**src/rtl/counter_cmd_seq.sv**
```systemverilog
// Command sequencer for the saturating up/down counter: expands LOAD / INC xN / DEC xN
// commands into single-cycle control pulses and cross-checks the counter against a shadow copy.
module counter_cmd_seq #(
  parameter int N     = 8,
  parameter int REP_W = 8
) (
  input  logic             clk,
  input  logic             reset,
  input  logic             cmd_valid,
  output logic             cmd_ready,
  input  logic [1:0]       cmd_op,
  input  logic [N-1:0]     cmd_data,
  input  logic [REP_W-1:0] cmd_rep,
  output logic             cnt_load,
  output logic             cnt_inc,
  output logic             cnt_dec,
  output logic [N-1:0]     cnt_din,
  input  logic [N-1:0]     cnt_count,
  output logic [N-1:0]     shadow,
  output logic             done,
  output logic             clipped,
  output logic             mismatch
);

  typedef enum logic [1:0] {S_IDLE, S_LOAD, S_RUN, S_FINISH} state_t;
  typedef enum logic [1:0] {OP_NOP, OP_LOAD, OP_INC, OP_DEC} op_t;

  localparam logic [N-1:0] CNT_MAX = '1;
  localparam logic [N-1:0] CNT_MIN = '0;

  state_t           state;
  op_t              op_q;
  logic [REP_W-1:0] remaining;
  logic [N-1:0]     din_q;
  logic [N-1:0]     shadow_q;
  logic             mismatch_q;
  logic             at_bound;

  // RUN is only ever entered with INC or DEC, so the bound test only needs those two cases.
  assign at_bound = (op_q == OP_INC) ? (shadow_q == CNT_MAX) : (shadow_q == CNT_MIN);

  // Every output is decoded from registers only; nothing combinational from cmd_* or cnt_count.
  assign cmd_ready = (state == S_IDLE);
  assign cnt_load  = (state == S_LOAD);
  assign cnt_inc   = (state == S_RUN) && (op_q == OP_INC) && !at_bound;
  assign cnt_dec   = (state == S_RUN) && (op_q == OP_DEC) && !at_bound;
  assign clipped   = (state == S_RUN) && at_bound;
  assign done      = (state == S_FINISH);
  assign cnt_din   = din_q;
  assign shadow    = shadow_q;
  assign mismatch  = mismatch_q;

  // NOTE: all state uses non-blocking assignments and the asynchronous reset clears every
  // register, so an in-flight command is dropped the instant reset rises.
  always_ff @(posedge clk or posedge reset) begin
    if (reset) begin
      state      <= S_IDLE;
      op_q       <= OP_NOP;
      remaining  <= '0;
      din_q      <= '0;
      shadow_q   <= '0;
      mismatch_q <= 1'b0;
    end else begin
      // Case inequality so an X/Z on cnt_count also counts as divergence; sticky until reset.
      if (cnt_count !== shadow_q) mismatch_q <= 1'b1;

      case (state)
        S_IDLE: begin
          if (cmd_valid) begin
            op_q      <= op_t'(cmd_op);
            remaining <= cmd_rep;
            case (op_t'(cmd_op))
              OP_LOAD: begin
                din_q <= cmd_data;
                state <= S_LOAD;
              end
              OP_INC, OP_DEC: state <= (cmd_rep != '0) ? S_RUN : S_FINISH;
              default:        state <= S_FINISH;
            endcase
          end
        end
        S_LOAD: begin
          shadow_q <= din_q;
          state    <= S_FINISH;
        end
        S_RUN: begin
          if (at_bound) begin
            // Saturated: the rest of the command is abandoned.
            remaining <= '0;
            state     <= S_FINISH;
          end else begin
            shadow_q  <= (op_q == OP_INC) ? shadow_q + N'(1) : shadow_q - N'(1);
            remaining <= remaining - REP_W'(1);
            if (remaining == REP_W'(1)) state <= S_FINISH;
          end
        end
        S_FINISH: state <= S_IDLE;
        default:  state <= S_IDLE;
      endcase
    end
  end

endmodule

```
**config.mk**
```make
export PLATFORM = sky130hd
export DESIGN_NAME = counter_cmd_seq
export DESIGN_NICKNAME = d
export VERILOG_FILES = /design/src/rtl/counter_cmd_seq.sv
export SDC_FILE = /design/constraint.sdc
export NUM_CORES = 1
export LEC_CHECK = 0
export CORE_UTILIZATION = 49
export DETAILED_ROUTE_END_ITERATION = 12
export PLACE_DENSITY = 0.77
export SETUP_SLACK_MARGIN = 0.5
export SLEW_MARGIN = 40
export SYNTH_ARGS = -nofsm -noshare
export SYNTH_HDL_FRONTEND = slang
export SYNTH_SLANG_ARGS = --single-unit
```
**constraint.sdc**
```tcl
create_clock -name clk -period 2.9 [get_ports clk]
set_clock_uncertainty 0.05 [all_clocks]
set_input_delay 0.58 -clock clk [delete_from_list [all_inputs] [get_ports clk]]
set_output_delay 0.58 -clock clk [all_outputs]
set_load 0.02 [all_outputs]
```
-- After elaboration in Yosys (flattened, before gate mapping)
Index checks and enable logic that the tools add are counted.
- $add $sub $neg: 3
- equality and inequality tests: 14
- multiplexer cells: 13
- reductions and logical operators: 17
- operator list (cell ; number):
    $mux W8 ; 4
    $pmux W8 S2 ; 2
    $sub A8 B1 Y8 const B ; 2
    $eq A2 B2 Y1 const B ; 6
    $add A8 B1 Y8 const B ; 1
    $eq A8 B1 Y1 const B ; 1
    $eq A8 B8 Y1 const B ; 1
    $logic_not A8 Y1 ; 1
    $nex A8 B8 Y1 ; 1
    $pmux W2 S4 ; 1
    $reduce_and A2 Y1 ; 4
    $reduce_bool A8 Y1 ; 1
    $mux W2 ; 3
    $logic_and A1 B1 Y1 ; 5
    $eq A2 B1 Y1 const B ; 2
    $ne A2 B2 Y1 const B ; 2
    $pmux W2 S2 ; 1
    $reduce_bool A2 Y1 ; 2
    $ne A3 B2 Y1 const B ; 1
    $reduce_and A3 Y1 ; 1
    $logic_not A2 Y1 ; 1
    $mux W1 ; 2
    $reduce_or A2 Y1 ; 1
    $logic_not A1 Y1 ; 1
- register bits after elaboration: 29
- input bits: 29
- output and inout port bits: 23
- logic and storage cells: 53

-- Logic depth before layout (Yosys ltp)
- depth in word-level cells: 5
- gate-level depth with buffers: 8
- depth with buffers taken out: 8

-- Worst setup path before layout
Ideal clock, no wire load.
- path type: reg-to-output
- start point: reg shadow_q[0] (netlist: shadow[0])
- end point: out cnt_dec
- arrival: 1886 ps
- data required time: 2270 ps
- slack: 384 ps
- cell stages (with the launch flop): 7
- path buffers: 2
- path through: dfrtp_1 > buf_6 > or4_4 > o211ai_4 > nand2_2 > buf_6 > and3_1
- word-level cells in the longest chain between the ends: 4
- elaborated cells between the ends (all ways): 5
- those cells by class: 1 x eq/ne; 1 x mux; 3 x reduce/logical
- ends and longest elaborated chain (item ; RTL line ; source):
    start, declared ; 35 ; logic [N-1:0] shadow_q;
    start signal, assigned ; 83 ; shadow_q <= din_q;
    start signal, assigned ; 92 ; shadow_q <= (op_q == OP_INC) ? shadow_q + N'(1) : shadow_q - N'(1);
    $eq A8 B8 Y1 or $logic_not A8 Y1 (tied branches) ; 40 ; assign at_bound = (op_q == OP_INC) ? (shadow_q == CNT_MAX) : (shadow_q == CNT_MIN);
    $mux W1 (*) ; 40 ;
    $logic_not A1 Y1 (*) ; 46 ; assign cnt_dec = (state == S_RUN) && (op_q == OP_DEC) && !at_bound;
    $logic_and A1 B1 Y1 (*) ; 46 ;
    end, declared ; 16 ; output logic cnt_dec,
Mark *: on every way between the ends. The rest lies on a longest branch, timed or not.

-- Final worst setup path
Ends and elaborated chain as after synthesis.

==> run_results.csv <==
group,metric,value,unit
setup_path,slowest_delay,570,ps
synth,ys.flop_type,"dfrtp_1",
placement,port_buffers,51,
sta,hold_viol,0,
floorplan,coreArea,3770,µm²
setup_path,r2r-start,"op_q[0]$_DFFE_PP0P_",
setup_path,path_max_fanout,2,
synth,seq_area_frac_synth,36.4,%
synth,synth_area,1990,µm²
final_layout,layout.cells.non_filler,324,
sta,period_share,85.3,%
setup_path,crit_required,2270,ps
drt,ant_nets,0,
drt,num_vias,1838,
final_layout,syn2layout_area_growth,39.3,%
drt,firstDrtPassIters,4,
drt,vias_per_cell,5.67,
drt,wire_per_inst,14.9,µm
setup_path,arrival,1840,ps
synth,netlist_instances,209,
placement,gp_congestion,0.856,
synth,synth_nets,252,
final_layout,antenna_cells,0,
sta,tns,0,ps
floorplan,die_y,65.8,µm
synth,syn_area_per_cell,9.53,µm²
floorplan,chipWidth,65.8,µm
placement,place_hpwl,3.67,mm
sta,finalMaxSlewViolations,0,
cts,cts_root_buffer,"clkbuf_8",
synth,async_flop_share,100,%
placement,place_inst,314,
setup_path,reg2reg_depth,8,
synth,ys_types,46,
job,drv_cap,0,
pwr,powerDensity,1300,nW/µm²
cts,htreeDepth,2,
cts,cts.sinks,29,
final_layout,regArea,727,µm²
setup_path,worstSetupPathType,"register to output port",
global_routing,grt_pass1_vias,1694,
pwr,finalPower,3.59,mW
cts,clkLatencyLatePin,290,ps
final_layout,nets,318,
drt,drt-initial-drc-count,82,
pwr,max-vdd-ir-drop,0.698,mV
drt,drcViolationCount,0,
global_routing,grt_antenna_before_repair,0,
sta,grt_setup_unrepaired,"true",
final_layout,multiInputGateArea,1180,µm²
drt,wl,4.84,mm
sta,period_needed,2470,ps
setup_path,crit_chain,"or4_4 > o211ai_4 > nand2_2 > and3_4 > buf_6",
setup_path,endpoint,"cnt_dec",
cts,clockBufferDepth,2,
outcome,status,"complete, no violations",
pwr,power_leakage,1.19,nW
min_path,min_path_type,"register to register",
cts,cts_tree,"built",
sta,tightestPinTransition,494,ps
final_layout,drive_gt1_share,17.8,%
sta,max_clock_freq,404,MHz
setup_path,cp-end-kind,"output port",
setup_path,crit_path_start,"shadow[0]$_DFFE_PP0P_",
setup_path,worstSetupStartpointType,"register",
synth,synth_warnings,0,
floorplan,dieArea,4320,µm²
cts,clkTransAtPathRegs,60,ps
synth,synth-edff-count,0,
final_layout,nFillCells,291,
floorplan,io_pins,52,
global_routing,overflow,0,
sta,holdWs,443,ps
setup_path,reg2reg_to,"shadow[7]$_DFFE_PP0P_",
sta,setup_violations,0,
global_routing,grt_pass1_wl,8.02,mm
floorplan,start_util,52.8,%
synth,ys_ff_latch,29,
cts,numCtsBuffers,5,
setup_path,reg2reg_slack,660,ps
floorplan,rows,22,
global_routing,grt_max_degree,23,
setup_path,slowest_stage,"or4_4",
global_routing,grt_usage,25.1,%
sta,slew-limit-headroom,66.8,%
==> repair_timing <==
item	4_1_cts	5_1_grt
buffers inserted	2	0
gates resized for setup	12	8
setup endpoints to repair	8	7
pin swaps	1	3
hold buffers	0	0
==> Yosys cell counts, drive strengths merged (4+ instances only) <==
cell type	number	share of area (%)
dfrtp	29	36
inv	17	3.2
a21oi	14	3.5
ha	13	8.2
nand2	13	2.7
nor2	13	2.4
mux2	10	5.7
nor3	9	2.3
xnor2	9	4.0
o21ai	8	2.0
o211ai	6	3.2
a32oi	5	2.2
clkbuf	4	0.75
nand3	4	1.0
nand4	4	1.3
==> kinds of logic (layout without fill, tap and decap cells) <==
group	Yosys count	in the layout	share of synthesized area, %
AO/OA/AOI/OAI	58	58	21.1
flip-flops	29	29	36.4
multiplexers	13	13	7.16
buffers and inverters	24	91	5.65
AND/OR/NAND/NOR	60	60	15.6
adder cells (fa/ha/maj)	14	14	9.17
XOR/XNOR	11	11	4.84
==> layout by cell type (no fill, tap or decap), types with 2 or more instances in the layout <==
| cell type | n |
|---|---|
| a211oi_1 | 2 |
| a21o_1 | 2 |
| a21oi_1 | 14 |
| a22oi_1 | 3 |
| a32oi_1 | 5 |
| and2_1 | 2 |
| buf_4 | 16 |
| clkbuf_8 | 6 |
| clkdlybuf4s50_1 | 47 |
| dfrtp_1 | 28 |
| ha_1 | 12 |
| inv_1 | 15 |
| inv_2 | 2 |
| mux2_2 | 10 |
| mux2i_1 | 3 |
| nand2_1 | 11 |
| nand2_2 | 2 |
| nand3_1 | 4 |
| nand4_1 | 4 |
| nor2_1 | 13 |
| nor2b_1 | 2 |
| nor3_1 | 9 |
| nor4_1 | 2 |
| o211ai_1 | 4 |
| o21a_1 | 3 |
| o21ai_0 | 8 |
| o22a_1 | 2 |
| o22ai_1 | 3 |
| o2bb2ai_1 | 3 |
| or3_1 | 2 |
| or4_4 | 2 |
| xnor2_1 | 9 |
| xor2_1 | 2 |
==> metal layers <==
metal  wire (µm)  vias to the layer above  part of all wire [%]  track usage, %
met5           0                        -                     0               0
met4          54                        0                   1.1            6.79
met3         263                        5                   5.4            6.08
met2        2180                       66                    45            38.1
met1        2340                      865                    48            35.2
li1            -                      902                     -               -
==> area by class of cell <==
class	instances	share of cell area [%]
multi-input combinational	156	42.6
sequential	29	26.2
timing repair buffer	66	22.4
clock buffer	6	2.98
inverter	17	2.30
tap	48	2.17
clock inverter	2	1.35
==> worst min path at each step <==
stage               slack (ps)                        to                      from  cells past startpoint
floorplan                  410  remaining[7]$_DFFE_PP0P_  remaining[7]$_DFFE_PP0P_                      1
global placement           430  remaining[7]$_DFFE_PP0P_  remaining[7]$_DFFE_PP0P_                      1
detailed placement         440  remaining[7]$_DFFE_PP0P_  remaining[7]$_DFFE_PP0P_                      1
CTS                        450  remaining[7]$_DFFE_PP0P_  remaining[7]$_DFFE_PP0P_                      1
global route               480  remaining[7]$_DFFE_PP0P_  remaining[7]$_DFFE_PP0P_                      1
finish                     440  remaining[7]$_DFFE_PP0P_  remaining[7]$_DFFE_PP0P_                      1
==> power breakdown <==
group	switching [mW]	total [mW]	internal [mW]	leakage, nW
combinational	1.27	2.37	1.10	0.785
sequential	0.160	0.773	0.613	0.348
clock	0.170	0.449	0.279	0.0574
==> stage by stage <==
step	setup WS (ps)	util, %	area [µm²]
6_report	427	73.6	2770
4_1_cts	265	73.1	2760
2_1_floorplan	506	-	2000
3_5_place_dp	217	69.4	2620
5_1_grt	359	73.6	2770
3_3_place_gp	279	69.4	2620
==> worst max-delay path: cells and delay by family (launching register included) <==
kind	cells	cell delay, ps
buffers and inverters	1	120
AOI/OAI and AO/OA	1	210
and+or+nand+nor	3	830
DFF	1	400
==> state kept, by name, indices dropped and copies added, names as in the netlist <==
signal,count
remaining,8
shadow,8
cnt_din,8
mismatch,1
state,2
op_q,2
No activity file was read; power rests on OpenSTA's default activity.
